`src/rtl/frame_sequencer_pkg.sv`:
```
// frame_sequencer_pkg: screen geometry, pose types and sky colours shared by the frame sequencer.
package frame_sequencer_pkg;
    localparam int SCREEN_W = 320;
    localparam int SCREEN_H = 240;
    localparam logic [2:0] SKY_COLOR     = 3'd5;
    localparam logic [2:0] SKY_COLOR_TOP = 3'd4;
    localparam logic [2:0] SKY_COLOR_LOW = 3'd6;
    typedef struct packed {
        logic [8:0] x;
        logic [7:0] y;
    } screenXY;
    typedef struct packed {
        logic [15:0] x;
        logic [15:0] y;
    } posXY;
    typedef logic [9:0] angle;
    typedef enum logic [1:0] {CLEAR, KICK, RENDER, WAIT_SWAP} seq_state_e;
endpackage

```
`src/rtl/frame_sequencer_if.sv`:
```
// frame_sequencer_if: renderer handshake, latched pose and framebuffer write port.
interface frame_sequencer_if;
    import frame_sequencer_pkg::*;
    posXY        pos_out;
    angle        angle_out;
    logic        flight_out;
    logic [16:0] horizon_out;
    logic        render_ack;
    logic        render_done;
    screenXY     rend_coords;
    logic [2:0]  rend_color;
    logic        rend_we;
    screenXY     fb_coords;
    logic [2:0]  fb_color;
    logic        fb_we;
    modport master (
        output pos_out, angle_out, flight_out, horizon_out, render_ack, fb_coords, fb_color, fb_we,
        input  render_done, rend_coords, rend_color, rend_we
    );
    modport slave (
        input  pos_out, angle_out, flight_out, horizon_out, render_ack, fb_coords, fb_color, fb_we,
        output render_done, rend_coords, rend_color, rend_we
    );
endinterface

```
`src/rtl/frame_sequencer_sky_fill_counter.sv`:
```
// sky_fill_counter: raster x/y counter for the clear pass and its sky colour.
// SKY_GRADIENT_EN selects a three-band colour by row instead of a flat sky.
module sky_fill_counter
    import frame_sequencer_pkg::*;
(
    input  logic       Clk,
    input  logic       Reset,
    input  logic       step_i,
    output screenXY    coords_o,
    output logic [2:0] color_o,
    output logic       start_o,
    output logic       last_o
);
    logic [8:0] x_q, x_d;
    logic [7:0] y_q, y_d;
    logic       x_end, y_end;
    assign x_end    = x_q == 9'(SCREEN_W - 1);
    assign y_end    = y_q == 8'(SCREEN_H - 1);
    assign start_o  = x_q == '0 && y_q == '0;
    assign last_o   = x_end && y_end;
    assign coords_o = '{x: x_q, y: y_q};
    always_comb begin
        x_d = step_i ? (x_end ? '0 : x_q + 9'd1) : x_q;
        y_d = step_i && x_end ? (y_end ? '0 : y_q + 8'd1) : y_q;
    end
    always_ff @(posedge Clk) begin
        if (Reset) begin
            x_q <= '0;
            y_q <= '0;
        end else begin
            x_q <= x_d;
            y_q <= y_d;
        end
    end
`ifdef SKY_GRADIENT_EN
    assign color_o = (y_q < 8'd80) ? SKY_COLOR_TOP : (y_q < 8'd160) ? SKY_COLOR : SKY_COLOR_LOW;
`else
    assign color_o = SKY_COLOR;
`endif
endmodule

```
`src/rtl/frame_sequencer.sv`:
```
// frame_sequencer: per-frame clear, pose latch, renderer kick and vsync buffer swap.
// Optional SKY_GRADIENT_EN gives a banded clear colour (see sky_fill_counter).
module frame_sequencer
    import frame_sequencer_pkg::*;
(
    input  logic              Clk,
    input  logic              Reset,
    input  logic              vsync_pulse,
    input  posXY              pos_in,
    input  angle              angle_in,
    input  logic              flight_in,
    input  logic [16:0]       horizon_in,
    frame_sequencer_if.master bus,
    output logic              back_sel,
    output logic              display_sel,
    output logic [15:0]       frame_count,
    output logic              overrun
);
    seq_state_e  state_q;
    logic        back_sel_q, ack_q, overrun_q, fb_we_q, flight_q;
    logic [15:0] frame_count_q;
    screenXY     fb_coords_q, cnt_coords;
    logic [2:0]  fb_color_q, cnt_color;
    posXY        pos_q;
    angle        angle_q;
    logic [16:0] horizon_q;
    logic        cnt_start, cnt_last, done_ok, swap, issue;

    // done is only honoured once the ack strobe has been seen by the renderer
    assign done_ok = state_q == RENDER && bus.render_done && !ack_q;
    assign swap    = vsync_pulse && (state_q == WAIT_SWAP || done_ok);
    assign issue   = state_q == CLEAR || (swap && cnt_start);

    sky_fill_counter u_fill (
        .Clk      (Clk),
        .Reset    (Reset),
        .step_i   (issue),
        .coords_o (cnt_coords),
        .color_o  (cnt_color),
        .start_o  (cnt_start),
        .last_o   (cnt_last)
    );

    always_ff @(posedge Clk) begin
        if (Reset) begin
            state_q       <= CLEAR;
            back_sel_q    <= 1'b1;
            frame_count_q <= '0;
            ack_q         <= 1'b0;
            overrun_q     <= 1'b0;
            fb_we_q       <= 1'b0;
            fb_coords_q   <= '0;
            fb_color_q    <= '0;
            pos_q         <= '0;
            angle_q       <= '0;
            flight_q      <= 1'b0;
            horizon_q     <= '0;
        end else begin
            ack_q       <= state_q == KICK;
            overrun_q   <= vsync_pulse && !swap;
            fb_coords_q <= issue ? cnt_coords : bus.rend_coords;
            fb_color_q  <= issue ? cnt_color : bus.rend_color;
            fb_we_q     <= issue || (state_q == RENDER && bus.rend_we);
            if (swap) begin
                back_sel_q    <= !back_sel_q;
                frame_count_q <= frame_count_q + 16'd1;
                state_q       <= CLEAR;
            end else if (state_q == CLEAR && cnt_last) begin
                state_q <= KICK;
            end else if (state_q == KICK) begin
                state_q   <= RENDER;
                pos_q     <= pos_in;
                angle_q   <= angle_in;
                flight_q  <= flight_in;
                horizon_q <= horizon_in;
            end else if (done_ok) begin
                state_q <= WAIT_SWAP;
            end
        end
    end

    assign bus.render_ack  = ack_q;
    assign bus.fb_we       = fb_we_q;
    assign bus.fb_coords   = fb_coords_q;
    assign bus.fb_color    = fb_color_q;
    assign bus.pos_out     = pos_q;
    assign bus.angle_out   = angle_q;
    assign bus.flight_out  = flight_q;
    assign bus.horizon_out = horizon_q;
    assign back_sel        = back_sel_q;
    assign display_sel     = !back_sel_q;
    assign frame_count     = frame_count_q;
    assign overrun         = overrun_q;
endmodule

```
`src/flat_wrapper.sv`:
```
// flat-port wrapper written by rule: the top's interface ports become plain ports
module frame_sequencer_flat import frame_sequencer_pkg::*;
  (Clk, Reset, vsync_pulse, pos_in, angle_in, flight_in, horizon_in, back_sel, display_sel, frame_count, overrun, bus_pos_out, bus_angle_out, bus_flight_out, bus_horizon_out, bus_render_ack, bus_fb_coords, bus_fb_color, bus_fb_we, bus_render_done, bus_rend_coords, bus_rend_color, bus_rend_we);
  frame_sequencer_if bus_i ();
  input  logic Clk;
  input  logic Reset;
  input  logic vsync_pulse;
  input  posXY pos_in;
  input  angle angle_in;
  input  logic flight_in;
  input  logic [16:0] horizon_in;
  output logic back_sel;
  output logic display_sel;
  output logic [15:0] frame_count;
  output logic overrun;
  output wire logic [$bits(bus_i.pos_out)-1:0] bus_pos_out;
  output wire logic [$bits(bus_i.angle_out)-1:0] bus_angle_out;
  output wire logic [$bits(bus_i.flight_out)-1:0] bus_flight_out;
  output wire logic [$bits(bus_i.horizon_out)-1:0] bus_horizon_out;
  output wire logic [$bits(bus_i.render_ack)-1:0] bus_render_ack;
  output wire logic [$bits(bus_i.fb_coords)-1:0] bus_fb_coords;
  output wire logic [$bits(bus_i.fb_color)-1:0] bus_fb_color;
  output wire logic [$bits(bus_i.fb_we)-1:0] bus_fb_we;
  input wire logic [$bits(bus_i.render_done)-1:0] bus_render_done;
  input wire logic [$bits(bus_i.rend_coords)-1:0] bus_rend_coords;
  input wire logic [$bits(bus_i.rend_color)-1:0] bus_rend_color;
  input wire logic [$bits(bus_i.rend_we)-1:0] bus_rend_we;
  assign bus_pos_out = bus_i.pos_out;
  assign bus_angle_out = bus_i.angle_out;
  assign bus_flight_out = bus_i.flight_out;
  assign bus_horizon_out = bus_i.horizon_out;
  assign bus_render_ack = bus_i.render_ack;
  assign bus_fb_coords = bus_i.fb_coords;
  assign bus_fb_color = bus_i.fb_color;
  assign bus_fb_we = bus_i.fb_we;
  assign bus_i.render_done = bus_render_done;
  assign bus_i.rend_coords = bus_rend_coords;
  assign bus_i.rend_color = bus_rend_color;
  assign bus_i.rend_we = bus_rend_we;
  frame_sequencer u_core (.Clk(Clk), .Reset(Reset), .vsync_pulse(vsync_pulse), .pos_in(pos_in), .angle_in(angle_in), .flight_in(flight_in), .horizon_in(horizon_in), .bus(bus_i), .back_sel(back_sel), .display_sel(display_sel), .frame_count(frame_count), .overrun(overrun));
endmodule
```
`config.mk`:
```
export PLATFORM = sky130hd
export DESIGN_NAME = frame_sequencer_flat
export DESIGN_NICKNAME = d
export VERILOG_FILES = /design/src/rtl/frame_sequencer_pkg.sv /design/src/rtl/frame_sequencer_if.sv /design/src/rtl/frame_sequencer_sky_fill_counter.sv /design/src/rtl/frame_sequencer.sv /design/src/flat_wrapper.sv
export SDC_FILE = /design/constraint.sdc
export NUM_CORES = 1
export LEC_CHECK = 0
export CORE_ASPECT_RATIO = 1.4
export CORE_MARGIN = 1.5
export CORE_UTILIZATION = 44
export CTS_CLUSTER_DIAMETER = 80
export DETAILED_ROUTE_END_ITERATION = 8
export GPL_ROUTABILITY_DRIVEN = 0
export PLACE_DENSITY = 0.85
export SLEW_MARGIN = 5
export SYNTH_ARGS = -nofsm -noshare
export SYNTH_HDL_FRONTEND = slang
export SYNTH_SLANG_ARGS = --single-unit
```
`constraint.sdc`:
```
create_clock -name Clk -period 2.05 [get_ports Clk]
set_input_delay 0.3075 -clock Clk [delete_from_list [all_inputs] [get_ports Clk]]
set_output_delay 0.3075 -clock Clk [all_outputs]
set_load 0.02 [all_outputs]
```
==> results.json <==
{
  "timing.critical_path.fanout_max": 12,
  "drt_wl_total_mm": 13.1,
  "worst_pin_slew_ns": 0.545,
  "detail-route-antenna-nets": 0,
  "holdCritStartpoint": "Reset",
  "crit_type": "reg2reg",
  "floorplan.die_area_um2": 11400,
  "grt_setup_unrepaired": "no",
  "initial_utilization": 0.455,
  "finalWorstPathRequiredPeriod_ns": 1.89,
  "fillerInstances": 787,
  "power-per-cell-area_nw_per_um2": 758,
  "cp-startpoint": "u_core.u_fill.y_q[6]$_SDFFE_PP0P_",
  "critical_path.startpoint_type": "flip-flop",
  "clock_slew_at_reported_path_ffs_ns": 0.05,
  "vias": 4565,
  "report.final.slew_viol_count": 0,
  "ctsRootBufferMaster": "sky130_fd_sc_hd__clkbuf_16",
  "clk_latency_ns": 0.41,
  "numCtsBuffers": 17,
  "synth_top_cell_area_share": 0.501,
  "timing.critical_path.required_ns": 2.32,
  "dpl_cell_area_um2": 6790,
  "grt_start_max_net_pins": 61,
  "critical_path.endpoint_type": "flip-flop",
  "core_area_um2": 10500,
  "fmaxAchievable_mhz": 530,
  "number_of_instances_in_the_synthesized_netlist": 559,
  "yosys_register_bits": 119,
  "dominant_register_cell_in_the_synthesized_netlist": "sky130_fd_sc_hd__dfxtp_1",
  "stdcell_area_um2": 7410,
  "grt_residual_overflow": 0,
  "critPathMaxStageDelay_ns": 0.38,
  "post_synth.cell_area_avg_um2": 8.51,
  "power_switching_mw": 1.11,
  "setup_violations": 0,
  "first_global_vias": 4547,
  "timing.critical_path.cells": "nor4_4, nand3_2, o32ai_4, buf_12, buf_12, mux2i_2, nor2_1",
  "h-tree-depth": 4,
  "cts_hold_fix_bufs": 0,
  "cts.sinks": 119,
  "power.ir.vdd_worst_mv": 0.711,
  "vias_per_cell": 5.10,
  "grt_first_pass_wirelength_mm": 21.2,
  "hold_path_class": "in2reg",
  "nets": 834,
  "layout-drive-gt1-share": 0.0898,
  "drt_iter0_drc": 171,
  "synth.yosys.seq_area_share": 0.501,
  "synth.cell_area_um2": 4750,
  "net_count_after_synthesis": 649,
  "finClkSkew_ns": 0.00798,
  "cp_slowest_cell": "sky130_fd_sc_hd__dfxtp_1",
  "drt_pre_antenna_iters": 4,
  "p_leak_nw": 2.77,
  "yosysTopAreaCell": "sky130_fd_sc_hd__dfxtp_1",
  "ys_async_sr_fraction": 0,
  "area_delta_synth_final_pct": 55.8,
  "power.sequential.fraction": 0.416,
  "run_status": "finished clean",
  "io_pins": 186,
  "grt_util_all_layers": 0.233,
  "die-height_um": 126,
  "share_clk_of_total_power": 0.534,
  "slew_headroom": 0.636,
  "max_capacitance_violation_total": 0,
  "dpl.hpwl_mm": 9.27,
  "critical-path-top-cell-by-count": "sky130_fd_sc_hd__buf_12",
  "synthDistinctLibCells": 53,
  "finish.utilization": 0.708,
  "diodes": 0,
  "antenna_violations_before_repair": 0,
  "yosys-top-cells-area": "sky130_fd_sc_hd__dfxtp_1 (50%), sky130_fd_sc_hd__nand2_1 (10%), sky130_fd_sc_hd__a21oi_1 (7.8%), sky130_fd_sc_hd__nor2_1 (4.1%), sky130_fd_sc_hd__mux2i_1 (4.0%)",
  "placement.io_buffers": 185,
  "critPathArrivalTime_ns": 2.16,
  "power_switching_share": 0.198,
  "synth-edff-count": 0,
  "internal-power_mw": 4.50,
  "clockBufferDepth": 2,
  "route.detailed.wl_per_inst_um": 14.7,
  "period_share": 0.921,
  "hold_ws_ns": 0.362,
  "share_comb_of_total_power": 0.050,
  "floorplan.rows": 44,
  "hold_fails_final_rpt": 0,
  "floorplan.die.width_um": 90.9,
  "yosys_warnings": 0,
  "regToRegStartpoint": "u_core.u_fill.y_q[6]$_SDFFE_PP0P_",
  "post_route_drc": 0,
  "tritoncts": "done"
}
-- sequential cells by signal (all words and copies together) (netlist names) --
register,count
u_core.bus.angle_out,10
u_core.bus.render_ack,1
u_core.frame_count,16
u_core.bus.horizon_out,17
u_core.bus.flight_out,1
u_core.u_fill.x_q,9
u_core.u_fill.y_q,8
u_core.bus.fb_color,3
u_core.bus.pos_out,32
u_core.overrun,1
u_core.back_sel,1
u_core.state_q,2
u_core.bus.fb_we,1
u_core.bus.fb_coords,17
-- through the flow --
stage | worst slack, ns | power [mW] | std cells | setup TNS [ns]
CTS | 0.0314 | 5.66 | 895 | 0
detailed placement | -0.0322 | 2.66 | 863 | -0.0322
global route | 0.0255 | 5.80 | 895 | 0
floorplan | 0.283 | 2.46 | 559 | 0
global placement | 0.0304 | 2.66 | 863 | 0
finish | 0.163 | 5.61 | 895 | 0
-- area by class of cell --
cell class	instances	area [µm²]	share of cell area
inverters	9	33.8	0.00456
clock inverters	10	125	0.0169
flip-flops and latches	119	2380	0.322
clock buffers	22	474	0.0640
multi-input cells	393	2150	0.291
repair buffers	204	2070	0.279
well taps	138	173	0.0233
-- final timing paths --
kind	to	slack [ns]	cells after the start
worst max-delay path	u_core.bus.fb_coords[4]$_SDFF_PP0_	0.16	7
worst max register to register	u_core.bus.fb_coords[4]$_SDFF_PP0_	0.16	7
worst min-delay path	u_core.u_fill.x_q[6]$_SDFFE_PP0P_	0.36	2
worst min register to register	u_core.bus.angle_out[2]$_SDFFE_PP0P_	0.45	2
-- routing by layer --
| metal | vias to the layer above | GRT usage | share of wire |
|---|---|---|---|
| li1 | 2235 | - | - |
| met1 | 2117 | 0.240 | 0.37 |
| met4 | 0 | 0.0947 | 0.014 |
| met2 | 197 | 0.418 | 0.52 |
| met5 | - | 0 | 0 |
| met3 | 16 | 0.0936 | 0.087 |
-- Yosys cell counts, types with 3 or more instances --
cell type,number
sky130_fd_sc_hd__nand2_1,133
sky130_fd_sc_hd__dfxtp_1,119
sky130_fd_sc_hd__a21oi_1,74
sky130_fd_sc_hd__nor2_1,52
sky130_fd_sc_hd__clkbuf_1,27
sky130_fd_sc_hd__mux2i_1,19
sky130_fd_sc_hd__nor3_1,14
sky130_fd_sc_hd__xnor2_1,10
sky130_fd_sc_hd__inv_1,9
sky130_fd_sc_hd__o21ai_0,9
sky130_fd_sc_hd__nand3_1,8
sky130_fd_sc_hd__nand2b_1,6
sky130_fd_sc_hd__and3_1,5
sky130_fd_sc_hd__buf_6,5
sky130_fd_sc_hd__ha_1,5
sky130_fd_sc_hd__nand4_1,5
sky130_fd_sc_hd__or3_1,5
sky130_fd_sc_hd__nor2b_1,4
sky130_fd_sc_hd__nor3b_1,4
sky130_fd_sc_hd__and4_1,3
sky130_fd_sc_hd__o21a_1,3
sky130_fd_sc_hd__xor2_1,3
-- power by group through the flow --
stage	combinational [mW]	clock, mW	sequential (mW)
after global routing	0.301	3.16	2.34
after floorplan	0.0704	0	2.39
after global placement	0.273	0	2.38
final	0.281	2.99	2.34
after detailed placement	0.279	0	2.39
after CTS	0.281	3.04	2.34
-- cells by family after synthesis --
kind of cell,count (synthesis),synth area share
AO/OA/AOI/OAI,99,0.120
AND/OR/NAND/NOR,256,0.248
flip-flops,119,0.501
adder cells (fa/ha/maj),5,0.0132
XOR/XNOR,13,0.0239
multiplexers,20,0.0432
buffers and inverters,47,0.0503
-- what timing repair did --
item	CTS	global route
setup buffers	0	0
gates resized for setup	0	5
hold endpoints to repair	0	0
endpoints found under the setup margin	0	20
-- cell usage in the layout (no fill, tap or decap), types with 4 or more instances in the layout --
cell / Yosys / layout
sky130_fd_sc_hd__clkdlybuf4s50_1: 0 / 184
sky130_fd_sc_hd__nand2_1: 133 / 133
sky130_fd_sc_hd__dfxtp_1: 119 / 119
sky130_fd_sc_hd__a21oi_1: 74 / 74
sky130_fd_sc_hd__nor2_1: 52 / 52
sky130_fd_sc_hd__mux2i_1: 19 / 17
sky130_fd_sc_hd__clkbuf_16: 0 / 17
sky130_fd_sc_hd__nor3_1: 14 / 14
sky130_fd_sc_hd__buf_4: 0 / 14
sky130_fd_sc_hd__xnor2_1: 10 / 10
sky130_fd_sc_hd__inv_1: 9 / 9
sky130_fd_sc_hd__o21ai_0: 9 / 9
sky130_fd_sc_hd__nand3_1: 8 / 8
sky130_fd_sc_hd__clkinv_2: 0 / 7
sky130_fd_sc_hd__buf_12: 0 / 6
sky130_fd_sc_hd__nand4_1: 5 / 5
sky130_fd_sc_hd__or3_1: 5 / 5
sky130_fd_sc_hd__and3_1: 5 / 5
sky130_fd_sc_hd__nand2b_1: 6 / 5
sky130_fd_sc_hd__ha_1: 5 / 5
sky130_fd_sc_hd__nor2b_1: 4 / 4
-- critical path: cells and delay by family, from the launching register on --
family                 cells  cell delay, ns
AO/OA/AOI/OAI              1            0.33
buffers and inverters      2            0.32
flip-flops                 1            0.38
multiplexers               1            0.22
AND/OR/NAND/NOR            3            0.49
Note: power is estimated with default switching activity, not from simulation.
